File: config.mk
export PLATFORM = sky130hd
export DESIGN_NAME = bulls_cows_core
export DESIGN_NICKNAME = d
export VERILOG_FILES = /design/src/rtl/bulls_cows_core.sv
export SDC_FILE = /design/constraint.sdc
export NUM_CORES = 1
export LEC_CHECK = 0
export CAP_MARGIN = 20
export CELL_PAD_IN_SITES_DETAIL_PLACEMENT = 0
export CELL_PAD_IN_SITES_GLOBAL_PLACEMENT = 2
export CORE_ASPECT_RATIO = 0.7
export CORE_UTILIZATION = 35
export CTS_BUF_LIST = sky130_fd_sc_hd__clkbuf_8
export DETAILED_ROUTE_END_ITERATION = 6
export GPL_TIMING_DRIVEN = 0
export PLACE_DENSITY_LB_ADDON = 0.2
export SYNTH_ARGS = -nofsm -noshare
export SYNTH_HDL_FRONTEND = slang
export SYNTH_SLANG_ARGS = --single-unit
File: constraint.sdc
create_clock -name clk18 -period 3.5 [get_ports clk18]
set_clock_uncertainty 0.15 [all_clocks]
set_input_delay 0.875 -clock clk18 [delete_from_list [all_inputs] [get_ports clk18]]
set_output_delay 0.875 -clock clk18 [all_outputs]
set_load 0.05 [all_outputs]
File: src/rtl/bulls_cows_core.sv
// Bulls-and-cows (xAyB) game engine: secret latch, guess scoring and try limit.
// Optional BULLS_COWS_REPEAT_CHECK_EN rejects a guess equal to the previous accepted one.
module bulls_cows_core #(
    parameter int DIGITS    = 4,
    parameter int RADIX     = 10,
    parameter int MAX_TRIES = 10,
    parameter int CW        = $clog2(DIGITS + 1),
    parameter int TW        = $clog2(MAX_TRIES + 1)
) (
    input  logic                  clk18,
    input  logic                  rst,
    input  logic                  key,
    input  logic [4*DIGITS-1:0]   sw,
    output logic [2:0]            state,
    output logic [CW-1:0]         a_cnt,
    output logic [CW-1:0]         b_cnt,
    output logic                  score_valid,
    output logic                  err,
    output logic [TW-1:0]         tries,
    output logic [MAX_TRIES-1:0]  tries_bar
);

    typedef enum logic [2:0] {
        ST_SET   = 3'd0,
        ST_WAIT  = 3'd1,
        ST_GUESS = 3'd2,
        ST_WIN   = 3'd3,
        ST_LOSE  = 3'd4
    } state_t;

    localparam logic [4:0]    RADIX_V = 5'(RADIX);
    localparam logic [CW-1:0] ALL_A   = CW'(DIGITS);
    localparam logic [TW-1:0] MAX_T   = TW'(MAX_TRIES);

    state_t                cur, nxt;
    logic [4*DIGITS-1:0]   secret, secret_n;
    logic [CW-1:0]         a_n, b_n, bulls_v, cows_v;
    logic [TW-1:0]         tries_n;
    logic                  sv_n, err_n, valid, zero, rep;

    function automatic logic entry_ok(input logic [4*DIGITS-1:0] v);
        logic ok;
        ok = 1'b1;
        for (int i = 0; i < DIGITS; i++) begin
            if ({1'b0, v[4*i +: 4]} >= RADIX_V) ok = 1'b0;
            for (int j = i + 1; j < DIGITS; j++)
                if (v[4*i +: 4] == v[4*j +: 4]) ok = 1'b0;
        end
        return ok;
    endfunction

    function automatic logic [CW-1:0] count_bulls(input logic [4*DIGITS-1:0] g,
                                                  input logic [4*DIGITS-1:0] s);
        logic [CW-1:0] c;
        c = '0;
        for (int i = 0; i < DIGITS; i++)
            if (g[4*i +: 4] == s[4*i +: 4]) c = c + 1'b1;
        return c;
    endfunction

    function automatic logic [CW-1:0] count_cows(input logic [4*DIGITS-1:0] g,
                                                 input logic [4*DIGITS-1:0] s);
        logic [CW-1:0] c;
        logic          hit;
        c = '0;
        for (int i = 0; i < DIGITS; i++) begin
            hit = 1'b0;
            for (int j = 0; j < DIGITS; j++)
                if (j != i && g[4*i +: 4] == s[4*j +: 4]) hit = 1'b1;
            if (hit) c = c + 1'b1;
        end
        return c;
    endfunction

    function automatic logic [MAX_TRIES-1:0] thermo(input logic [TW-1:0] t);
        logic [MAX_TRIES-1:0] bar;
        for (int k = 0; k < MAX_TRIES; k++) bar[k] = (int'(t) > k);
        return bar;
    endfunction

    assign valid   = entry_ok(sw);
    assign zero    = (sw == '0);
    assign bulls_v = count_bulls(sw, secret);
    assign cows_v  = count_cows(sw, secret);

`ifdef BULLS_COWS_REPEAT_CHECK_EN
    logic [4*DIGITS-1:0] last_guess, last_n;
    assign rep = (sw == last_guess);
`else
    assign rep = 1'b0;
`endif

    always_comb begin
        nxt      = cur;
        secret_n = secret;
        a_n      = a_cnt;
        b_n      = b_cnt;
        tries_n  = tries;
        sv_n     = 1'b0;
        err_n    = 1'b0;
`ifdef BULLS_COWS_REPEAT_CHECK_EN
        last_n   = last_guess;
`endif
        case (cur)
            ST_SET: if (key) begin
                if (valid) begin
                    secret_n = sw;
                    nxt      = ST_WAIT;
                end else err_n = 1'b1;
            end
            ST_WAIT: if (key) begin
                if (zero) begin
                    nxt     = ST_GUESS;
                    tries_n = '0;
                    a_n     = '0;
                    b_n     = '0;
`ifdef BULLS_COWS_REPEAT_CHECK_EN
                    last_n  = '0;
`endif
                end else err_n = 1'b1;
            end
            ST_GUESS: if (key) begin
                if (valid && !rep) begin
                    a_n     = bulls_v;
                    b_n     = cows_v;
                    sv_n    = 1'b1;
                    tries_n = tries + 1'b1;
`ifdef BULLS_COWS_REPEAT_CHECK_EN
                    last_n  = sw;
`endif
                    // A full match wins even on the final try.
                    if (bulls_v == ALL_A)     nxt = ST_WIN;
                    else if (tries_n == MAX_T) nxt = ST_LOSE;
                end else err_n = 1'b1;
            end
            ST_WIN, ST_LOSE: if (key) begin
                if (zero) begin
                    nxt      = ST_SET;
                    secret_n = '0;
                    tries_n  = '0;
                    a_n      = '0;
                    b_n      = '0;
                end else err_n = 1'b1;
            end
            default: begin
                nxt      = ST_SET;
                secret_n = '0;
                tries_n  = '0;
                a_n      = '0;
                b_n      = '0;
`ifdef BULLS_COWS_REPEAT_CHECK_EN
                last_n   = '0;
`endif
            end
        endcase
    end

    // Register stage: every output is taken straight from a flop.
    always_ff @(posedge clk18 or negedge rst) begin
        if (!rst) begin
            cur         <= ST_SET;
            secret      <= '0;
            a_cnt       <= '0;
            b_cnt       <= '0;
            score_valid <= 1'b0;
            err         <= 1'b0;
            tries       <= '0;
            tries_bar   <= '0;
`ifdef BULLS_COWS_REPEAT_CHECK_EN
            last_guess  <= '0;
`endif
        end else begin
            cur         <= nxt;
            secret      <= secret_n;
            a_cnt       <= a_n;
            b_cnt       <= b_n;
            score_valid <= sv_n;
            err         <= err_n;
            tries       <= tries_n;
            tries_bar   <= thermo(tries_n);
`ifdef BULLS_COWS_REPEAT_CHECK_EN
            last_guess  <= last_n;
`endif
        end
    end

    assign state = cur;

endmodule

==> metrics.txt <==
net count after synthesis 412; Antenna Cells 0; Reg power frac 23.4%; met2 global-route usage 27.6%; final cell count without fillers 546; CP max stage cell nor4_2; postcts setup bufs 0; H-tree depth 2; met1 GRT Util 30.2%; post-synthesis cell type count 48; Max transition margin 56.1%; worst-margin pin slew 657 ps; Commonest cells post-synth xnor2_1 (50), xor2_1 (45), dfrtp_1 (40), inv_1 (30), nand2_1 (29); Ys Warns 0; Fill cells 944; status finished, final reports clean; reg2reg start secret[9]; Int Pwr 0.00154 W; Startpoint Class input port; unrepaired setup endpoints after global routing no; total power 0.00294 W; via count 2827; remaining antenna violation count 0; Worst Path Max Fanout 10; Seq/Total Area, Yosys 29.2%; fin crit period 3270 ps; CTS tree built; Initial DRC Count 145; most common flop cell mapped by yosys dfrtp_1; Synth-to-Final Area Change 16.4%; starting utilization of the core area 36.9%; total track usage 19.3%; DRT Pass-1 Iters 4; cts bufs inserted 5; layer with the highest usage met1; post_cts resized 0; Comb pwr share 62.4%; reg2reg path depth 9; Seq cells post-synth 40; wire per inst 16.9 microns; initial antenna violation count 0; crit-path cells buf_6 > xor2_1 > nor4_2 > xor2_1 > ha_1 > nor3_1 > a32oi_1 > a311o_1 > a21oi_1; clk_lat worst skew 310 ps; HPWL Detailed 6750 microns; synthesized area 3430 sq um; Worst path top cell family by delay simple AND/OR/NAND/NOR gates; leakage power 1.79 nW; CP Class input port to register; DR vias/cell 5.18; final setup fails 0; Crit path largest cell delay 620 ps; remaining global-route overflow 0; Worst Path Required 3580 ps; Hold WC Path Type input port to async pin; vias in the first global route 2776; core area 9290 sq um; CTS sink count 40; global-route wire length before repair 15200 microns; top cells by area, synth dfrtp_1 (29%), xnor2_1 (13%), xor2_1 (12%); top-area cell type share of the netlist area 29.2%; Worst path depth 9; Syn Inst Count 385; placed cells 538; Ports 44; layout net count 448; f_max 306 MHz; Hold Vio Cnt, Final 0; DR DRC count 0; Max VDD drop 0.376 mV; top-count cell post-synth xnor2_1; CP bufs+invs 1; Critical Path Sink Type register; hold_buf cts 0; Core Rows 29; layout cells sized above 1 10.2%; die height 84.8 microns; CTS clk-pin slew, worst paths 100 ps; met3 GRT Util 2.51%; Root Driver clkbuf_8; Clk pwr share 14.2%; Sw Ratio 47.5%; P per Cell Area 737 nW/um^2; largest net degree at the start of global routing 33; die width 120 microns; Net Sw Power 0.00140 W; FF-to-FF setup slack 360 ps; die area 10200 sq um; Synth Area per Inst 8.90 sq um; Yosys top cell by area dfrtp_1; worst hold slack 274 ps; most used cell, CP xor2_1; Clock Path Buffers 2; # Max-Cap Violations 0; total negative setup slack 0 ps; WL final 9230 microns; crit path DAT 3350 ps; reg2reg end state[1]; Post-synth ARST share 100%; GP Congestion 0.800; Post-synth EDFFs 0; Tcrit/Tclk final 93.3%; max-slew violations 0; # port buffers 27
==> worst reg2reg max path: stages (launching register included) <==
cell and delay (ps):
dfrtp_1 370, clkbuf_1 190, xor2_1 190, nor4_2 620
xor2_1 320, ha_1 300, nor3_1 180, a32oi_1 210
a311o_1 430, a21oi_1 120
==> stage by stage <==
step | setup WS [ps] | area [sq um] | utilization, %
3_5_place_dp | -80.0 | 3870 | 41.7
5_1_grt | 145 | 3990 | 43.0
6_report | 233 | 3990 | 43.0
2_1_floorplan | 375 | 3430 | -
3_3_place_gp | -55.1 | 3850 | 41.5
4_1_cts | 247 | 3990 | 43.0
==> cells in the final DEF, fill, tap and decap left out, drive strengths merged, types with 9 or more instances in the layout <==
cell,count
nor4,17
dfrtp,40
nand2,29
mux2i,20
nor2,11
xor2,45
buf,24
clkdlybuf4s50,26
o21ai,9
xnor2,50
inv,31
a21oi,10
nand4,16
nand3,9
clkbuf,25
==> cell type report <==
type	count	area (sq um)	share of cell area, %
multi-input combinational	274	2070	51.8
clock inverter	3	46.3	1.16
timing repair buffer	29	293	7.34
tap	124	155	3.89
inverter	30	113	2.82
buffer	41	248	6.21
sequential	40	1000	25.1
clock buffer	5	68.8	1.72
==> registers in the layout, summed over array words and instances, names as in the netlist <==
name         flops
secret          16
tries_bar       10
a_cnt            3
b_cnt            3
state            3
tries            3
err              1
score_valid      1
==> power by group through the flow <==
stage               combinational [W]  sequential, W  clock, W
finish                        0.00183       0.000688  0.000417
global route                  0.00202       0.000705  0.000450
CTS                           0.00183       0.000690  0.000435
detailed placement            0.00183       0.000699         0
global placement              0.00179       0.000697         0
floorplan                     0.00121       0.000880         0
==> how the worst max path moves through the flow <==
stage | endpoint | start
2_1_floorplan | state[1] | sw[4]
3_3_place_gp | state[1] | sw[9]
3_5_place_dp | state[1] | sw[9]
4_1_cts | state[1] | sw[9]
5_1_grt | state[1] | sw[9]
6_report | state[1] | sw[9]
==> routing by layer <==
layer | vias to the layer above | wire (microns) | share of wire, %
li1 | 1360 | - | -
met1 | 1403 | 5070 | 55
met2 | 58 | 3770 | 41
met3 | 6 | 331 | 3.6
met4 | 0 | 62 | 0.67
met5 | - | 0 | 0
==> cells by family after synthesis <==
kind of cell               share of synthesized area [%]
adders and majority gates                           2.92
buffers and inverters                               10.5
xor gates and xnor gates                            24.3
muxes                                               5.84
and+or+nand+nor                                     17.7
AOI/OAI and AO/OA                                   9.49
DFF                                                 29.2
Power figures use the tool's default switching activity.
